File: src/rtl/axi4l_pkg.sv
// Shared definitions for the AXI4-Lite command master.
//   - AXI4-Lite xRESP encodings
//   - rsp_err codes reported on the command response port
//   - FSM state type (StAbort exists only when AXI4L_CMD_MASTER_TIMEOUT_EN is defined)
//   - resp_to_err(): maps a B/R response onto an rsp_err code
package axi4l_pkg;

   localparam logic [1:0] RespOkay   = 2'b00;
   localparam logic [1:0] RespExokay = 2'b01;
   localparam logic [1:0] RespSlverr = 2'b10;
   localparam logic [1:0] RespDecerr = 2'b11;

   localparam logic [1:0] ErrOkay    = 2'b00;
   localparam logic [1:0] ErrTimeout = 2'b01;
   localparam logic [1:0] ErrSlverr  = 2'b10;
   localparam logic [1:0] ErrDecerr  = 2'b11;

   typedef enum logic [2:0] {
      StIdle,
      StWrReq,
      StWrResp,
      StRdReq,
      StRdResp,
      StResp
`ifdef AXI4L_CMD_MASTER_TIMEOUT_EN
      , StAbort
`endif
   } state_e;

   // EXOKAY is not legal on AXI4-Lite; fold it into OKAY so it can never be
   // mistaken for the timeout code, which shares its encoding.
   function automatic logic [1:0] resp_to_err(input logic [1:0] resp);
      logic [1:0] err;
      err = ErrOkay;
      case (resp)
         RespSlverr: err = ErrSlverr;
         RespDecerr: err = ErrDecerr;
         default:    err = ErrOkay;
      endcase
      return err;
   endfunction

endpackage

File: src/rtl/axi4l_watchdog.sv
// Cycle watchdog for the AXI4-Lite command master.
//   aclk, areset_n : clock, asynchronous active-low reset
//   clear          : restart the count (command accepted)
//   enable         : count this cycle (transaction in flight)
//   expired        : this is the TIMEOUT-th counted cycle since clear
// Instantiated only when AXI4L_CMD_MASTER_TIMEOUT_EN is defined.
module axi4l_watchdog #(
   parameter int unsigned TIMEOUT = 255
) (
   input  logic aclk,
   input  logic areset_n,
   input  logic clear,
   input  logic enable,
   output logic expired
);

   localparam int unsigned CntW = $clog2(TIMEOUT + 1);

   logic [CntW-1:0] cnt_q, cnt_d;

   always_comb begin
      cnt_d = cnt_q;
      if (clear) begin
         cnt_d = '0;
      end else if (enable && (32'(cnt_q) < TIMEOUT)) begin
         cnt_d = cnt_q + 1'b1;
      end
   end

   // cnt_q counts cycles already spent, so the current cycle is number cnt_q + 1.
   assign expired = enable && ((32'(cnt_q) + 32'd1) >= TIMEOUT);

   always_ff @(posedge aclk or negedge areset_n) begin
      if (!areset_n) begin
         cnt_q <= '0;
      end else begin
         cnt_q <= cnt_d;
      end
   end

endmodule

File: src/rtl/axi4l_cmd_master.sv
// Single-outstanding AXI4-Lite master driven by a simple command/response port.
//   aclk, areset_n            : clock, asynchronous active-low reset
//   cmd_valid/ready, cmd_we, cmd_addr, cmd_wdata : command in (one at a time)
//   rsp_valid/ready, rsp_rdata, rsp_err          : response out, held until rsp_ready
//   aw*, w*, b*, ar*, r*      : AXI4-Lite master channels
// All outputs come straight from flops (or are constants).
// Optional watchdog: define AXI4L_CMD_MASTER_TIMEOUT_EN to enable TIMEOUT-cycle abort.
module axi4l_cmd_master #(
   parameter int unsigned ADDR_WIDTH = 3,
   parameter int unsigned TIMEOUT    = 255
) (
   input  logic                  aclk,
   input  logic                  areset_n,
   input  logic                  cmd_valid,
   output logic                  cmd_ready,
   input  logic                  cmd_we,
   input  logic [ADDR_WIDTH-1:0] cmd_addr,
   input  logic [31:0]           cmd_wdata,
   output logic                  rsp_valid,
   input  logic                  rsp_ready,
   output logic [31:0]           rsp_rdata,
   output logic [1:0]            rsp_err,
   output logic                  awvalid,
   input  logic                  awready,
   output logic [ADDR_WIDTH-1:0] awaddr,
   output logic [2:0]            awprot,
   output logic                  wvalid,
   input  logic                  wready,
   output logic [31:0]           wdata,
   output logic [3:0]            wstrb,
   input  logic                  bvalid,
   output logic                  bready,
   input  logic [1:0]            bresp,
   output logic                  arvalid,
   input  logic                  arready,
   output logic [ADDR_WIDTH-1:0] araddr,
   output logic [2:0]            arprot,
   input  logic                  rvalid,
   output logic                  rready,
   input  logic [31:0]           rdata,
   input  logic [1:0]            rresp
);

   import axi4l_pkg::*;

   state_e                state_q, state_d;
   logic                  cmd_ready_q, cmd_ready_d;
   logic                  awvalid_q, awvalid_d;
   logic                  wvalid_q, wvalid_d;
   logic                  bready_q, bready_d;
   logic                  arvalid_q, arvalid_d;
   logic                  rready_q, rready_d;
   logic                  rsp_valid_q, rsp_valid_d;
   logic [31:0]           rsp_rdata_q, rsp_rdata_d;
   logic [1:0]            rsp_err_q, rsp_err_d;
   logic [ADDR_WIDTH-1:0] addr_q, addr_d;
   logic [31:0]           wdata_q, wdata_d;
   logic                  accept;

   assign accept = cmd_valid & cmd_ready_q;

`ifdef AXI4L_CMD_MASTER_TIMEOUT_EN
   logic is_write_q, is_write_d;
   // Set on abort: a B or R beat is still owed by the slave and must be drained.
   logic owed_q, owed_d;
   logic wd_enable, wd_expired;

   assign wd_enable = (state_q == StWrReq) || (state_q == StWrResp) ||
                      (state_q == StRdReq) || (state_q == StRdResp);

   axi4l_watchdog #(
      .TIMEOUT (TIMEOUT)
   ) u_watchdog (
      .aclk     (aclk),
      .areset_n (areset_n),
      .clear    (accept),
      .enable   (wd_enable),
      .expired  (wd_expired)
   );
`endif

   always_comb begin
      state_d     = state_q;
      awvalid_d   = awvalid_q;
      wvalid_d    = wvalid_q;
      bready_d    = bready_q;
      arvalid_d   = arvalid_q;
      rready_d    = rready_q;
      rsp_valid_d = rsp_valid_q;
      rsp_rdata_d = rsp_rdata_q;
      rsp_err_d   = rsp_err_q;
      addr_d      = addr_q;
      wdata_d     = wdata_q;
`ifdef AXI4L_CMD_MASTER_TIMEOUT_EN
      is_write_d  = is_write_q;
      owed_d      = owed_q;
`endif

      unique case (state_q)
         StIdle: begin
            if (accept) begin
               addr_d = cmd_addr;
`ifdef AXI4L_CMD_MASTER_TIMEOUT_EN
               is_write_d = cmd_we;
`endif
               if (cmd_we) begin
                  wdata_d   = cmd_wdata;
                  awvalid_d = 1'b1;
                  wvalid_d  = 1'b1;
                  state_d   = StWrReq;
               end else begin
                  arvalid_d = 1'b1;
                  state_d   = StRdReq;
               end
            end
         end
         StWrReq: begin
            // AW and W complete independently; move on once both are gone.
            if (awvalid_q && awready) awvalid_d = 1'b0;
            if (wvalid_q && wready)   wvalid_d  = 1'b0;
            if (!awvalid_d && !wvalid_d) begin
               bready_d = 1'b1;
               state_d  = StWrResp;
            end
         end
         StWrResp: begin
            if (bvalid && bready_q) begin
               bready_d    = 1'b0;
               rsp_valid_d = 1'b1;
               rsp_rdata_d = '0;
               rsp_err_d   = resp_to_err(bresp);
               state_d     = StResp;
            end
         end
         StRdReq: begin
            if (arvalid_q && arready) begin
               arvalid_d = 1'b0;
               rready_d  = 1'b1;
               state_d   = StRdResp;
            end
         end
         StRdResp: begin
            if (rvalid && rready_q) begin
               rready_d    = 1'b0;
               rsp_valid_d = 1'b1;
               rsp_rdata_d = rdata;
               rsp_err_d   = resp_to_err(rresp);
               state_d     = StResp;
            end
         end
         StResp: begin
            if (rsp_ready) begin
               rsp_valid_d = 1'b0;
               state_d     = StIdle;
            end
         end
`ifdef AXI4L_CMD_MASTER_TIMEOUT_EN
         StAbort: begin
            // Let pending requests finish, swallow the late beat, and hold the
            // timeout response; leave only when all of that is done.
            if (awvalid_q && awready) awvalid_d = 1'b0;
            if (wvalid_q && wready)   wvalid_d  = 1'b0;
            if (arvalid_q && arready) arvalid_d = 1'b0;
            if ((bvalid && bready_q) || (rvalid && rready_q)) owed_d = 1'b0;
            bready_d = is_write_q & owed_d;
            rready_d = ~is_write_q & owed_d;
            if (rsp_valid_q && rsp_ready) rsp_valid_d = 1'b0;
            if (!rsp_valid_d && !owed_d && !awvalid_d && !wvalid_d && !arvalid_d) begin
               state_d = StIdle;
            end
         end
`endif
         default: begin
            state_d = StIdle;
         end
      endcase

`ifdef AXI4L_CMD_MASTER_TIMEOUT_EN
      // A real response completing in the expiry cycle wins over the timeout.
      if (wd_expired && (state_d != StResp)) begin
         state_d     = StAbort;
         rsp_valid_d = 1'b1;
         rsp_rdata_d = '0;
         rsp_err_d   = ErrTimeout;
         owed_d      = 1'b1;
         bready_d    = is_write_q;
         rready_d    = ~is_write_q;
      end
`endif

      cmd_ready_d = (state_d == StIdle);
   end

   always_ff @(posedge aclk or negedge areset_n) begin
      if (!areset_n) begin
         state_q     <= StIdle;
         cmd_ready_q <= 1'b0;
         awvalid_q   <= 1'b0;
         wvalid_q    <= 1'b0;
         bready_q    <= 1'b0;
         arvalid_q   <= 1'b0;
         rready_q    <= 1'b0;
         rsp_valid_q <= 1'b0;
         rsp_rdata_q <= '0;
         rsp_err_q   <= ErrOkay;
         addr_q      <= '0;
         wdata_q     <= '0;
`ifdef AXI4L_CMD_MASTER_TIMEOUT_EN
         is_write_q  <= 1'b0;
         owed_q      <= 1'b0;
`endif
      end else begin
         state_q     <= state_d;
         cmd_ready_q <= cmd_ready_d;
         awvalid_q   <= awvalid_d;
         wvalid_q    <= wvalid_d;
         bready_q    <= bready_d;
         arvalid_q   <= arvalid_d;
         rready_q    <= rready_d;
         rsp_valid_q <= rsp_valid_d;
         rsp_rdata_q <= rsp_rdata_d;
         rsp_err_q   <= rsp_err_d;
         addr_q      <= addr_d;
         wdata_q     <= wdata_d;
`ifdef AXI4L_CMD_MASTER_TIMEOUT_EN
         is_write_q  <= is_write_d;
         owed_q      <= owed_d;
`endif
      end
   end

   assign cmd_ready = cmd_ready_q;
   assign rsp_valid = rsp_valid_q;
   assign rsp_rdata = rsp_rdata_q;
   assign rsp_err   = rsp_err_q;
   assign awvalid   = awvalid_q;
   assign awaddr    = addr_q;
   assign awprot    = 3'b000;
   assign wvalid    = wvalid_q;
   assign wdata     = wdata_q;
   assign wstrb     = 4'hF;
   assign bready    = bready_q;
   assign arvalid   = arvalid_q;
   assign araddr    = addr_q;
   assign arprot    = 3'b000;
   assign rready    = rready_q;

endmodule

File: config.mk
export PLATFORM = sky130hd
export DESIGN_NAME = axi4l_cmd_master
export DESIGN_NICKNAME = d
export VERILOG_FILES = /design/src/rtl/axi4l_pkg.sv /design/src/rtl/axi4l_watchdog.sv /design/src/rtl/axi4l_cmd_master.sv
export SDC_FILE = /design/constraint.sdc
export NUM_CORES = 1
export LEC_CHECK = 0
export BUFFER_PORTS_ARGS = -buffer_cell sky130_fd_sc_hd__buf_2
export CAP_MARGIN = 20
export CORE_MARGIN = 1.5
export CORE_UTILIZATION = 25
export CTS_CLUSTER_DIAMETER = 30
export DETAILED_ROUTE_END_ITERATION = 8
export PLACE_DENSITY = 0.46
export SLEW_MARGIN = 5
export SYNTH_ARGS = -nofsm -noshare
export SYNTH_HDL_FRONTEND = slang
export SYNTH_SLANG_ARGS = --single-unit
File: constraint.sdc
create_clock -name aclk -period 2.6 [get_ports aclk]
set_clock_uncertainty 0.15 [all_clocks]
set_input_delay 0.52 -clock aclk [delete_from_list [all_inputs] [get_ports aclk]]
set_output_delay 0.52 -clock aclk [all_outputs]
set_load 0.03 [all_outputs]
; ---- Word-level counts from Yosys, hierarchy flattened
; Cells that the tools add are included.
[classes]
addsub = 0
n_mul = 0
div_mod_pow = 0
order_cmp = 0
eq_ne = 17
shift = 0
n_mux = 38
n_bitwise = 1
n_reduce_logical = 24
[ops]
columns = cell, n
row1 = $mux W32, 2
row2 = $pmux W32 S2, 1
row3 = $mux W3, 6
row4 = $pmux W3 S6, 1
row5 = $mux W1, 16
row6 = $ne A2 B2 Y1 const B, 8
row7 = $reduce_and A3 Y1, 5
row8 = $pmux W2 S2, 3
row9 = $pmux W1 S2, 5
row10 = $reduce_bool A2 Y1, 5
row11 = $eq A2 B2 Y1 const B, 4
row12 = $reduce_and A4 Y1, 2
row13 = $eq A3 B2 Y1 const B, 2
row14 = $eq A3 B3 Y1 const B, 2
row15 = $logic_and A1 B1 Y1, 6
row16 = $logic_not A3 Y1, 2
row17 = $mux W2, 3
row18 = $eq A3 B1 Y1 const B, 1
row19 = $pmux W1 S3, 1
row20 = $reduce_bool A3 Y1, 1
row21 = $logic_not A1 Y1, 2
row22 = $reduce_and A2 Y1, 1
row23 = $and A1 B1 Y1, 1
[word_totals]
reg_bits = 79
latch_bits = 0
mem_bits_rw = 0
rom_bits = 0
input_bits = 81
output_inout_bits = 89
word_cells = 92
n_memories = 0

; ---- Logic depth before layout (Yosys ltp)
[depth]
ltp_word = 8
ltp_mapped = 7
depth_no_buf = 4

; ---- Worst setup path after synthesis
; No wires, ideal clock.
[synth_timing]
path_kind = reg2reg
startpoint = register rready_q (netlist: rready)
endpoint = register state_q[0]
setup_time_ns = 0.138
arrival_time_ns = 1.456
required_ns = 2.312
slack_ns = 0.856
stages_incl_launch_ff = 5
path_buffers = 1
synth_period_minus_slack_ns = 1.744
path_cell_list = dfrtp_1 > and2_1 > and2_1 > buf_2 > or4b_1
[synth_via]
elab_chain_len = 3
[synth_lines]
columns = element, line_no
row1 = "start, declared", axi4l_cmd_master.sv:52  ; logic rready_q, rready_d;
row2 = "start signal, assigned", axi4l_cmd_master.sv:219  ; rready_q <= rready_d;
row3 = $logic_and A1 B1 Y1, axi4l_cmd_master.sv:143  ; if (rvalid && rready_q) begin
row4 = $mux W3, axi4l_cmd_master.sv:143
row5 = $pmux W3 S6, axi4l_cmd_master.sv:99  ; unique case (state_q)
row6 = net state_d[0], axi4l_cmd_master.sv:46  ; state_e state_q, state_d;
row7 = "end signal, assigned", axi4l_cmd_master.sv:196  ; state_q <= StIdle;
row8 = "end signal, assigned", axi4l_cmd_master.sv:213  ; state_q <= state_d;
row9 = "end, declared", axi4l_cmd_master.sv:46
; The timed path passes the listed nets, and every way through them passes these cells.
; A chain may end at the register's enable or synchronous reset.

; ---- Worst setup path in the final report
[layout_timing]
startpoint = register state_q[0]
endpoint = register wdata_q[22] (netlist: wdata[22])
[layout_via]
elab_chain_len = 2
[layout_lines]
columns = element, line_no
row1 = $logic_not A3 Y1, axi4l_cmd_master.sv:99
row2 = $reduce_and A3 Y1 (no source line), --
row3 = "end signal, assigned", axi4l_cmd_master.sv:224  ; wdata_q <= wdata_d;
row4 = "end, declared", axi4l_cmd_master.sv:57  ; logic [31:0] wdata_q, wdata_d;
; No other way between the ends.

==> impl.org <==
** Timing
- Counting I/O delays and the setup requirement, the final critical path takes just over 2 ns.
- Final hold analysis gives a worst-case slack of around 0.26 ns.
- For this run, the top clock speed supported by timing is around 0.48 GHz.
- Max Slew Vio Count :: 0
- Setup repair after global routing left no endpoint under its margin.
- Setup violations remaining at the end of the flow were counted as 0.
- Final hold viol count :: 0
- Dividing the final minimum period by the clock period gives between 70% and 80%.
- Total Neg Setup Slack :: 0 ns

** Status
- Outcome :: finished, final reports clean

** Synthesis
- Sequential elements use between 50% and 60% of the synthesized area.
- Of the total synthesized cell area, the portion taken by full adders, half adders and majority gates is 0%.
- Counting distinct cell types in the post-synthesis netlist gives 38.
- Yosys mapped a number of flops with a built-in enable equal to 0.
- Top cell type's share of synthesized area :: 58.65%
- Yosys printed 0 warnings.
- Counting flops with an async set or reset pin after synthesis yields a share of 100.0%.
- Post-Syn Area per Cell :: between 10 and 15 sq um
- Post-synthesis instance total :: around 230
- Top post-synthesis cells by area :: sky130_fd_sc_hd__dfrtp_1 59%, sky130_fd_sc_hd__mux2_4 12%, sky130_fd_sc_hd__a22o_1 8.3%
- Cell taking the most area after synthesis :: sky130_fd_sc_hd__dfrtp_1
- Xor/xnor share of the synthesized area :: 0%
- Multiplexer cells account for between 10% and 20% of the synthesized area.
- Fraction of the mapped netlist area in simple logic gates :: ~6.6%
- Summing the areas of all compound-gate instances in the mapped netlist gives roughly 12% of the synthesized area.
- Among all flip-flop cells after synthesis, the most frequent one is sky130_fd_sc_hd__dfrtp_1.
- Synthesis inferred around 80 register bits.
- After synthesis, the largest family of logic cells by area is multiplexers.
- Cell Area, Synth :: roughly 3400 sq um

** Floorplanning
- Core area :: 13190 sq um
- The die is 119.1 um tall.
- Placement Rows :: 42
- From left edge to right edge, the die measures roughly 120 um.
- The die covers 14190 sq um.
- 170 I/O pins were placed.
- Starting density of the core :: approximately a quarter

** Setup path
- By startpoint and endpoint, the worst setup path is classified as reg2reg.
- Nature of the critical path startpoint :: flip-flop
- Walking the worst path, the cells encountered are nor2_2 > and4b_1 > nand2_8 > mux2_4.
- The startpoint identified for the worst register-to-register timing path is state_q[0]$_DFF_PN0_.
- The cell family contributing the most delay on the critical path is simple AND/OR/NAND/NOR gates.
- Reg-to-Reg End :: wdata[22]$_DFFE_PN0P_
- Crit path max fanout :: 34
- In this run the register-to-register setup slack is around 0.53 ns.
- STA classifies the critical path endpoint as a flip-flop.
- Highest-delay cell along the critical path :: sky130_fd_sc_hd__dfrtp_1
- Path length in cells of the critical path :: 4
- Data on the critical path arrives at its endpoint at approximately 2.1 ns.
- Data required time at the worst endpoint :: 2.66 ns
- Counting cells, the worst reg-to-reg path comes to 4.
- The number of buffers and inverters on the critical path is 0.
- Largest stage delay on the critical path :: just over 0.5 ns

** GRT
- Global-route wire length before repair :: ~12 mm
- The via count of the first global-routing pass came to approximately 2400.
- Pin count of the biggest net entering global routing :: slightly above 40
- After global routing the overflow that remains totals 0.
- The initial antenna violation count was 0.
- Total global routing track utilization :: between 10% and 20%

** Placement
- Post-detailed-placement half-perimeter wirelength :: 5.342 mm
- Input and output buffers added on the ports amount to 159.
- The congestion estimate from routability-driven global placement came to between 0.7 and 0.8.

** Clock network
- Clock transition time at the flip-flop clock pins of the worst setup and hold paths :: 0.06 ns
- The clock passes through at most 2 buffers.
- Post-CTS timing repair inserted 0 buffers for setup.
- Clock sink count :: 79
- Post-CTS repair changed the size of 0 cells.
- The later pin in the worst-skew pair is clocked with a latency of around 0.33 ns.
- Deepest level of the CTS H-tree :: 3
- The cell sitting at the root of the clock tree is a sky130_fd_sc_hd__clkbuf_16.
- Number of clock buffers inserted by TritonCTS :: 9
- TritonCTS clock tree :: built

** Pwr
- Per report_power, the sequential group accounts for between 30 and 40% of the total.
- Internal power consumption :: between 3 and 4 mW
- Pwr Density :: ~1400 nW/um^2
- Combinational logic is responsible for between 40% and 50% of the overall power.
- Across the VDD grid, the largest voltage drop is about 380 uV.
- Switching Fraction :: about 40%
- Leakage power summed over all cells :: 2.477 nW
- Switching pwr :: around 2.5 mW
- The clock network accounts for between 20% and 30% of the total power.

** Cells and area
- The post-route netlist has a little under three fifths of its cells at a drive strength greater than 1.
- Core utilization of the finished layout :: 34.76%
- After filler insertion, the fill cell instance count of the layout stands at 1334.
- Area growth from synthesis to layout :: 36.01%
- Final Net Count :: approximately 470
- Number of diodes :: 0

** Detailed routing
- After detailed routing, the total wire length is between 7 and 8 mm.
- Drt first pass iters :: 4
- Routed wire length per instance :: 13.25 um
- The detailed router placed roughly 2400 vias in this run.
- Vias per std cell :: 4.166
- In the routed design, unresolved DRC markers number 0.
- Antenna violation net count after detailed routing :: 0
- The detailed router finished its first iteration with 75 violations.

** Worst hold path
- The worst hold path belongs to the class in2reg.
- Counting instances, the worst hold path has a depth of 2.
- In this run the most critical hold path is launched from rdata[13].
- The worst hold path terminates at rsp_rdata[13]$_DFFE_PN0P_.

** Run
- Max-cap violations in this run came to 0.
## Yosys cell counts (all sizes together), types with 2 or more instances
| master | instances |
|---|---|
| nand2 | 11 |
| nor3b | 3 |
| nand4 | 3 |
| nor2 | 6 |
| dfrtp | 79 |
| a21oi | 3 |
| mux2 | 35 |
| a22oi | 2 |
| a22o | 32 |
| o21ai | 4 |
| nand3b | 2 |
| and2 | 2 |
| conb | 2 |
| inv | 4 |
| buf | 26 |
## worst max path at each step
stage | startpoint | to | slack (ns)
3_3_place_gp | state_q[0]$_DFF_PN0_ | wdata[18]$_DFFE_PN0P_ | 0.58
6_report | state_q[0]$_DFF_PN0_ | wdata[22]$_DFFE_PN0P_ | 0.53
2_1_floorplan | rready$_DFFE_PN0P_ | state_q[0]$_DFF_PN0_ | 0.86
3_5_place_dp | state_q[0]$_DFF_PN0_ | wdata[14]$_DFFE_PN0P_ | 0.53
4_1_cts | state_q[0]$_DFF_PN0_ | wdata[14]$_DFFE_PN0P_ | 0.53
5_1_grt | state_q[0]$_DFF_PN0_ | wdata[29]$_DFFE_PN0P_ | 0.39
## placed cells by master (no fill, tap or decap), types with 2 or more instances in the layout
| cell type | count |
|---|---|
| sky130_fd_sc_hd__clkbuf_16 | 9 |
| sky130_fd_sc_hd__clkinv_2 | 3 |
| sky130_fd_sc_hd__nand2_1 | 10 |
| sky130_fd_sc_hd__and2_1 | 2 |
| sky130_fd_sc_hd__nand3b_1 | 2 |
| sky130_fd_sc_hd__inv_1 | 4 |
| sky130_fd_sc_hd__a21oi_1 | 3 |
| sky130_fd_sc_hd__buf_4 | 4 |
| sky130_fd_sc_hd__bufinv_16 | 4 |
| sky130_fd_sc_hd__conb_1 | 10 |
| sky130_fd_sc_hd__mux2_4 | 28 |
| sky130_fd_sc_hd__o21ai_0 | 3 |
| sky130_fd_sc_hd__mux2_2 | 7 |
| sky130_fd_sc_hd__a22o_1 | 32 |
| sky130_fd_sc_hd__nand4_1 | 3 |
| sky130_fd_sc_hd__nor2_1 | 5 |
| sky130_fd_sc_hd__dfrtp_1 | 79 |
| sky130_fd_sc_hd__buf_2 | 158 |
| sky130_fd_sc_hd__a22oi_1 | 2 |
## repair_timing
item	in CTS	in global routing
endpoints found under the hold margin	11	0
hold buffers	1	0
endpoints found under the setup margin	0	0
## through the flow
stage                     cell area [sq um]  power (mW)  setup WS [ns]  cells
after detailed placement               4214       4.888         0.5341    548
after floorplan                        3401       4.194         0.8560    235
final                                  4584       6.370         0.5284    565
after global placement                 4214       4.876         0.5755    548
after CTS                              4584       6.459         0.5270    565
after global routing                   4584       6.736         0.3925    565
## sequential cells by signal, indices dropped and copies added, names as in the netlist, 2 cells and up
register / cells
araddr: 3
rsp_err: 2
rsp_rdata: 32
state_q: 3
wdata: 32
## final cells by class
type | count | area (sq um) | area share (%)
sequential | 79 | 1977 | 43.12
multi-input combinational | 126 | 1161 | 25.33
timing repair buffer | 164 | 850.8 | 18.56
clock inverter | 7 | 135.1 | 2.948
clock buffer | 9 | 225.2 | 4.913
tap | 176 | 220.2 | 4.803
inverter | 4 | 15.01 | 0.3275
## cells by family (layout without fill, tap and decap cells)
logic type,after synthesis,count (layout)
flip-flops,79,79
AO/OA/AOI/OAI,46,46
multiplexers,36,36
AND/OR/NAND/NOR,34,34
buffers and inverters,30,184
other,2,10
## metal layers
metal	routed length, um	track usage, %
met2	3131	15.46
met1	3498	15.16
met4	97	4.066
met5	0	0
met3	756	4.741
## worst register-to-register path: cells and delay by family (launching register included)
family	cells	cell delay [ns]
and+or+nand+nor	3	0.88
DFF	1	0.51
muxes	1	0.42
## power groups by stage
stage	combinational, mW	sequential [mW]	clock (mW)
detailed placement	2.79	2.10	0
global placement	2.77	2.11	0
CTS	2.79	2.10	1.57
floorplan	1.12	3.07	0
finish	2.76	2.10	1.51
global route	2.93	2.18	1.63
Power figures use the tool's default switching activity.
